[src/rtl/upsampler_h_window_gen_fp16_if.sv]
// Pixel-in / window-out bundle for the horizontal 2x zero-insertion window generator.
// The slave modport is the generator's side; the master modport is the upstream/downstream side.
interface upsampler_h_window_gen_fp16_if #(
  parameter int FP_WIDTH_REG = 16
);
  logic [FP_WIDTH_REG-1:0]            data_i;
  logic [15:0]                        col_i;
  logic [15:0]                        row_i;
  logic                               valid_i;
  logic                               ready_o;
  logic [0:0][3:0][FP_WIDTH_REG-1:0]  window_o;
  logic [15:0]                        col_o;
  logic [15:0]                        row_o;
  logic                               valid_o;

  modport slave (
    input  data_i, col_i, row_i, valid_i,
    output ready_o, window_o, col_o, row_o, valid_o
  );

  modport master (
    output data_i, col_i, row_i, valid_i,
    input  ready_o, window_o, col_o, row_o, valid_o
  );
endinterface

[src/rtl/upsampler_h_window_gen_fp16.sv]
// Horizontal 2x zero-insertion window generator: each accepted pixel is followed by a zero
// sample, and a 1x4 sliding window over the upsampled stream is emitted per output column.
module upsampler_h_window_gen_fp16 #(
  parameter int EXP_WIDTH    = 5,
  parameter int FRAC_WIDTH   = 10,
  parameter int FP_WIDTH_REG = 1 + EXP_WIDTH + FRAC_WIDTH,
  parameter int IMG_WIDTH    = 640
) (
  input logic clk_i,
  input logic rst_i,
  upsampler_h_window_gen_fp16_if.slave bus
);

  localparam logic [15:0] LAST_COL = 16'(IMG_WIDTH - 1);

  typedef enum logic [1:0] {S_PIX, S_ZERO, S_FL0, S_FL1} state_t;

  state_t                          r_state;
  state_t                          w_stateNext;
  logic [3:0][FP_WIDTH_REG-1:0]    r_sr;
  logic [15:0]                     r_j;
  logic [15:0]                     r_col;
  logic [15:0]                     r_row;
  logic                            r_valid;
  logic                            r_lastCol;

  logic                            w_xfer;
  logic                            w_push;
  logic                            w_restart;
  logic [FP_WIDTH_REG-1:0]         w_sample;
  logic [15:0]                     w_jCur;
  logic                            w_emit;

  always_comb begin
    w_stateNext = r_state;
    w_xfer      = 1'b0;
    w_push      = 1'b0;
    w_sample    = '0;
    case (r_state)
      S_PIX: begin
        w_xfer = bus.valid_i;
        if (bus.valid_i) begin
          w_push      = 1'b1;
          w_sample    = bus.data_i;
          w_stateNext = S_ZERO;
        end
      end
      S_ZERO: begin
        w_push      = 1'b1;
        w_stateNext = r_lastCol ? S_FL0 : S_PIX;
      end
      S_FL0: begin
        w_push      = 1'b1;
        w_stateNext = S_FL1;
      end
      S_FL1: begin
        w_push      = 1'b1;
        w_stateNext = S_PIX;
      end
      default: w_stateNext = S_PIX;
    endcase
  end

  // A column-0 pixel restarts the row, so its push is always index 0 of a cleared register.
  assign w_restart = w_xfer && (bus.col_i == 16'd0);
  assign w_jCur    = w_restart ? 16'd0 : r_j;
  assign w_emit    = w_push && (w_jCur >= 16'd2);

  always_ff @(posedge clk_i) begin
    if (rst_i) begin
      r_state   <= S_PIX;
      r_sr      <= '0;
      r_j       <= 16'd0;
      r_col     <= 16'd0;
      r_row     <= 16'd0;
      r_valid   <= 1'b0;
      r_lastCol <= 1'b0;
    end else begin
      r_state <= w_stateNext;
      r_valid <= w_emit;
      if (w_push) begin
        if (w_restart) begin
          r_sr <= {w_sample, {(3*FP_WIDTH_REG){1'b0}}};
        end else begin
          r_sr <= {w_sample, r_sr[3:1]};
        end
        r_j <= (r_state == S_FL1) ? 16'd0 : w_jCur + 16'd1;
      end
      if (w_emit) begin
        r_col <= w_jCur - 16'd2;
      end
      if (w_restart) begin
        r_row <= bus.row_i;
      end
      if (w_xfer) begin
        r_lastCol <= (bus.col_i == LAST_COL);
      end
    end
  end

  assign bus.ready_o     = (r_state == S_PIX) && !rst_i;
  assign bus.window_o[0] = r_sr;
  assign bus.col_o       = r_col;
  assign bus.row_o       = r_row;
  assign bus.valid_o     = r_valid;

endmodule

[src/flat_wrapper.sv]
// flat-port wrapper written by rule: the top's interface ports become plain ports
module upsampler_h_window_gen_fp16_flat 
#(
  parameter int EXP_WIDTH    = 5,
  parameter int FRAC_WIDTH   = 10,
  parameter int FP_WIDTH_REG = 1 + EXP_WIDTH + FRAC_WIDTH,
  parameter int IMG_WIDTH    = 640
)
  (clk_i, rst_i, bus_data_i, bus_col_i, bus_row_i, bus_valid_i, bus_ready_o, bus_window_o, bus_col_o, bus_row_o, bus_valid_o);
  upsampler_h_window_gen_fp16_if #(.FP_WIDTH_REG(FP_WIDTH_REG)) bus_i ();
  input logic clk_i;
  input logic rst_i;
  input wire logic [$bits(bus_i.data_i)-1:0] bus_data_i;
  input wire logic [$bits(bus_i.col_i)-1:0] bus_col_i;
  input wire logic [$bits(bus_i.row_i)-1:0] bus_row_i;
  input wire logic [$bits(bus_i.valid_i)-1:0] bus_valid_i;
  output wire logic [$bits(bus_i.ready_o)-1:0] bus_ready_o;
  output wire logic [$bits(bus_i.window_o)-1:0] bus_window_o;
  output wire logic [$bits(bus_i.col_o)-1:0] bus_col_o;
  output wire logic [$bits(bus_i.row_o)-1:0] bus_row_o;
  output wire logic [$bits(bus_i.valid_o)-1:0] bus_valid_o;
  assign bus_i.data_i = bus_data_i;
  assign bus_i.col_i = bus_col_i;
  assign bus_i.row_i = bus_row_i;
  assign bus_i.valid_i = bus_valid_i;
  assign bus_ready_o = bus_i.ready_o;
  assign bus_window_o = bus_i.window_o;
  assign bus_col_o = bus_i.col_o;
  assign bus_row_o = bus_i.row_o;
  assign bus_valid_o = bus_i.valid_o;
  upsampler_h_window_gen_fp16 #(.EXP_WIDTH(EXP_WIDTH), .FRAC_WIDTH(FRAC_WIDTH), .FP_WIDTH_REG(FP_WIDTH_REG), .IMG_WIDTH(IMG_WIDTH)) u_core (.clk_i(clk_i), .rst_i(rst_i), .bus(bus_i));
endmodule
[config.mk]
export PLATFORM = sky130hd
export DESIGN_NAME = upsampler_h_window_gen_fp16_flat
export DESIGN_NICKNAME = d
export VERILOG_FILES = /design/src/rtl/upsampler_h_window_gen_fp16_if.sv /design/src/rtl/upsampler_h_window_gen_fp16.sv /design/src/flat_wrapper.sv
export SDC_FILE = /design/constraint.sdc
export NUM_CORES = 1
export LEC_CHECK = 0
export BUFFER_PORTS_ARGS = -buffer_cell sky130_fd_sc_hd__buf_2
export CAP_MARGIN = 5
export CORE_MARGIN = 4
export CORE_UTILIZATION = 30
export CTS_CLUSTER_SIZE = 40
export DETAILED_ROUTE_END_ITERATION = 16
export PLACE_DENSITY = 0.59
export SLEW_MARGIN = 20
export SYNTH_ARGS = -nofsm -noshare
export SYNTH_HDL_FRONTEND = slang
export SYNTH_SLANG_ARGS = --single-unit
[constraint.sdc]
create_clock -name clk_i -period 5.3 [get_ports clk_i]
set_clock_uncertainty 0.2 [all_clocks]
set_input_delay 1.06 -clock clk_i [delete_from_list [all_inputs] [get_ports clk_i]]
set_output_delay 1.06 -clock clk_i [all_outputs]
set_load 0.01 [all_outputs]
# Yosys cells after proc, flatten, opt, wreduce, memory -nomap -nowiden
# Cells that the tools add are included.
# classes
magnitude_cmp,1
n_reduce_logical,7
n_mux,11
n_eq_ne,5
n_addsub,2
# op_table
cell,n
$mux W16,4
$mux W48,1
$add A16 B1 Y16 const B,1
$eq A16 B10 Y1 const B,1
$ge A16 B2 Y1 const B,1
$logic_not A16 Y1,1
$sub A16 B2 Y16 const B,1
$pmux W2 S4,1
$eq A2 B2 Y1 const B,2
$mux W2,2
$logic_and A1 B1 Y1,3
$reduce_or A3 Y1,1
$eq A2 B1 Y1 const B,1
$logic_not A2 Y1,1
$mux W1,2
$ne A2 B2 Y1 const B,1
$pmux W1 S2,1
$logic_not A1 Y1,1
# word_totals
register_bits,116
input_bits,51
out_inout_bits,98

# Depth between registers and ports, before layout
# depth
depth_word,6
mapped_depth,15
mapped_depth_nobuf,12

# Least setup slack after synthesis
# OpenSTA, ideal clock, no wires.
# synth_timing
path_kind,input port to flip-flop
start,input port bus_valid_i
end,register u_core.r_j[12]
arrival_ns,3.399
path_stages,14
t_required_ns,4.983
path_slack_ns,1.584
cell_sequence,nor3b_4 nand3_1 or2_1 buf_2 buf_2 nand2_1 inv_1 ha_1 and3_1 and3_1 nand3_1 nor3_1 xor2_1 a32o_1
# synth_between
elab_chain_cells,5
elab_cells_between_ends,7
cone_classes,add/sub (1); mux (5); reduce/logical (1)
# synth_rtl
element,line_no,text
"start, declared",flat_wrapper.sv:16,input wire logic [$bits(bus_i.valid_i)-1:0] bus_valid_i;
$mux W1,upsampler_h_window_gen_fp16.sv:39,case (r_state)
$logic_and A1 B1 Y1,upsampler_h_window_gen_fp16.sv:65,assign w_restart = w_xfer && (bus.col_i == 16'd0);
$mux W16,upsampler_h_window_gen_fp16.sv:66,assign w_jCur = w_restart ? 16'd0 : r_j;
net u_core.w_jCur[0],upsampler_h_window_gen_fp16.sv:31,logic [15:0] w_jCur;
$add A16 B1 Y16,upsampler_h_window_gen_fp16.sv:87,r_j <= (r_state == S_FL1) ? 16'd0 : w_jCur + 16'd1;
$mux W16,upsampler_h_window_gen_fp16.sv:87,
"end signal, assigned",upsampler_h_window_gen_fp16.sv:87,
"end, declared",upsampler_h_window_gen_fp16.sv:21,logic [15:0] r_j;
# The timed path passes the listed nets, and every way through them passes these cells.
# A chain may end at the register's enable or synchronous reset.

# Worst setup path in the final report
# layout_timing
start,input port bus_col_i[3]
end,register u_core.r_j[11]
# layout_between
elab_chain_cells,5
# layout_rtl
element,line_no,text
"start, declared",flat_wrapper.sv:14,input wire logic [$bits(bus_i.col_i)-1:0] bus_col_i;
$logic_not A16 Y1,upsampler_h_window_gen_fp16.sv:65,
$logic_and A1 B1 Y1,upsampler_h_window_gen_fp16.sv:65,
$mux W16,upsampler_h_window_gen_fp16.sv:66,
$add A16 B1 Y16,upsampler_h_window_gen_fp16.sv:87,
$mux W16,upsampler_h_window_gen_fp16.sv:87,
# Every way passes these cells.

==> flow_metrics.env <==
export IMPL_cts_tree="yes"
export IMPL_tightest_slew_ns=0.909
export IMPL_io_buffers=148
export IMPL_drtIter0Drc=227
export IMPL_finish_instance_area_um2=6280
export IMPL_fmaxAchievable_ghz=0.274
export IMPL_slew_headroom=0.389
export IMPL_grt_pass1_vias=4336
export IMPL_clk_latency_ns=0.41
export IMPL_dr_wl_met2_mm=5.93
export IMPL_grt_util_all_layers=0.152
export IMPL_drc=0
export IMPL_routedWlPerCell_um=14.5
export IMPL_fp_dieH_um=136
export IMPL_antenna_found_initial=1
export IMPL_area_growth_syn_to_layout_pct=28.7
export IMPL_avgSynthCellArea_um2=8.15
export IMPL_yosys_warnings=0
export IMPL_worstPathArrival_ns=3.79
export IMPL_htreeDepth=4
export IMPL_cts_hold_buffers=0
export IMPL_drv_cap=0
export IMPL_placed_area_um2=5720
export IMPL_netlist_area_um2=4880
export IMPL_wl_met1_mm=6.57
export IMPL_period_needed_ns=3.65
export IMPL_setup_violations=0
export IMPL_rows=46
export IMPL_die_area_um2=18400
export IMPL_path_max_fanout=39
export IMPL_rsz0062_at_grt="no"
export IMPL_end_kind="flop"
export IMPL_cp_required_ns=5.45
export IMPL_clockBufferDepth=2
export IMPL_gp_congestion=0.798
export IMPL_period_share=0.688
export IMPL_synth_largest_area_cell="dfxtp_1"
export IMPL_num_vias=4654
export IMPL_ys_seq_area_frac=0.476
export IMPL_die_w_um=136
export IMPL_synth_edf_count=0
export IMPL_highest_layer="met5"
export IMPL_ys_seq_elements=116
export IMPL_coreArea_um2=15900
export IMPL_drt_total_wl_mm=13.8
export IMPL_p_leak_nw=2.64
export IMPL_yosysMostFrequentCell="dfxtp_1"
export IMPL_cts_sinks=116
export IMPL_finalNetCount=775
export IMPL_async_flop_share=0
export IMPL_synth_ff_type="dfxtp_1"
export IMPL_cts_setup_buffers=0
export IMPL_start_util=0.307
export IMPL_ctsResizeCount=0
export IMPL_power_density_nw_per_um2=354
export IMPL_grt_ovfl_total=0
export IMPL_syn_inst=599
export IMPL_slew_violations=0
export IMPL_synth_distinct_cells=52
export IMPL_vdd_ir_drop_worst_v=0.000234
export IMPL_fillers=1679
export IMPL_critPathLaunch="bus_col_i[3]"
export IMPL_drtAntennaViolNets=0
export IMPL_crit_type="input pin to flop"
export IMPL_cp_start_kind="input pin"
export IMPL_hold_path_startpoint="u_core.bus.window_o[15]"
export IMPL_dr_pass1_iters=5
export IMPL_drive_gt1_frac=0.278
export IMPL_tns_ns=0
export IMPL_syn_nets=654
export IMPL_synthTopCellsByArea="dfxtp_1, nand2_1, a21oi_1"
export IMPL_wl_met3_mm=1.08
export IMPL_r2r_start="u_core.r_state[0]"
export IMPL_status="completed"
export IMPL_root_buffer="clkbuf_16"
export IMPL_path_clk_slew_ns=0.05
export IMPL_synth_commonest_cells="dfxtp_1, nand2_1, a21oi_1"
export IMPL_dp_hpwl_mm=9.21
export IMPL_io_pins=149
export IMPL_avgViaCountPerCell=4.90
export IMPL_hold_path_class="flop to flop"
export IMPL_numCtsBuffers=17
export IMPL_grt_max_degree=73
export IMPL_grt_pass1_wl_mm=22.4
export IMPL_synth_top_area_share=0.476
export IMPL_num_antenna_cells=0
export IMPL_hold_viol=0
==> where the power goes <==
| part | internal, W | leakage (nW) | switching [W] |
|---|---|---|---|
| combinational | 0.0000848 | 1.42 | 0.000139 |
| clock | 0.000677 | 0.273 | 0.000393 |
| sequential | 0.000906 | 0.941 | 0.0000239 |
| total | 0.00167 | 2.64 | 0.000557 |
==> metrics by stage <==
step	std cells	setup WS [ns]	power [W]	util	hold slack, ns
6_report	949	1.65	0.00222	0.395	0.247
5_1_grt	949	1.29	0.00232	0.395	0.259
4_1_cts	949	1.66	0.00226	0.395	0.248
3_5_place_dp	917	1.23	0.00117	0.360	0.240
3_3_place_gp	917	1.26	0.00117	0.360	0.236
2_1_floorplan	599	1.58	0.00109	-	0.259
==> path summary, 6_finish.rpt <==
| kind | end | slack, ns | depth (start not counted) |
|---|---|---|---|
| worst min register to register | u_core.bus.window_o[15] | 0.25 | 2 |
| worst min-delay path | u_core.bus.window_o[15] | 0.25 | 2 |
| worst max register to register | u_core.r_j[15] | 2.04 | 12 |
| worst max-delay path | u_core.r_j[11] | 1.65 | 14 |
==> sequential cells by signal, summed over array words and instances, names as in the netlist, named ones only <==
signal               cells
u_core.bus.col_o        16
u_core.bus.row_o        16
u_core.bus.valid_o       1
u_core.bus.window_o     64
u_core.r_j              16
u_core.r_lastCol         1
u_core.r_state           1
==> worst max-delay path: stages <==
cell,delay [ns]
buf_2,0.10
nor4_1,0.38
nand3_1,0.20
or2_2,0.35
buf_4,0.27
nand2_1,0.17
inv_1,0.06
ha_1,0.22
nand4_1,0.16
nor2_1,0.09
nand3_1,0.12
nor2_1,0.06
or4_1,0.39
a31oi_1,0.16
==> cells in the final DEF, fill, tap and decap left out, types with 2 or more instances in the layout <==
master      synthesis  final
clkbuf_1           34      3
nand3_1            61     61
o2bb2ai_1           2      2
dfxtp_1           116    116
or2_2               1      2
o211a_1             2      2
or3_1               4      3
buf_2               6    147
inv_1               7      7
xor2_1              4      4
a311oi_1            5      5
nor4_1              6      6
clkbuf_16           0     17
buf_4               0      8
a31oi_1             6      6
a22oi_1            17     17
xnor2_1             4      4
a211oi_2            2      2
nor2b_1             2      2
and3_1              4      4
a21oi_1            78     78
nor2_1             52     52
a311oi_2            6      6
nor3_1             10      9
nand4_1             8      8
o21ai_0            15     14
clkbuf_8            0      3
nand2_1           107    107
ha_1                4      4
clkinvlp_4          0      2
clkinv_2            0      5
==> per-layer routing <==
metal / up-vias / global-route usage
li1: 2339 / -
met1: 2127 / 0.211
met2: 165 / 0.222
met3: 21 / 0.0498
met4: 2 / 0.0526
met5: - / 0
==> layout make-up <==
type	instances	area, um^2	area share
multi-input combinational	423	2310	0.367
sequential	116	2320	0.370
clock inverter	9	78.8	0.0126
tap	216	270	0.0430
clock buffer	23	478	0.0761
inverter	7	26.3	0.00418
timing repair buffer	155	796	0.127
==> logic make-up (layout without fill, tap and decap cells) <==
kind of cell | Yosys count | in the layout | share of synthesized area
simple gates | 267 | 267 | 0.253
compound gates | 142 | 142 | 0.190
flops | 116 | 116 | 0.476
buf+inv | 60 | 194 | 0.0526
xor+xnor | 8 | 8 | 0.0144
fa+ha+maj | 4 | 4 | 0.0103
mux | 2 | 2 | 0.00436
No activity file was read; power rests on OpenSTA's default activity.
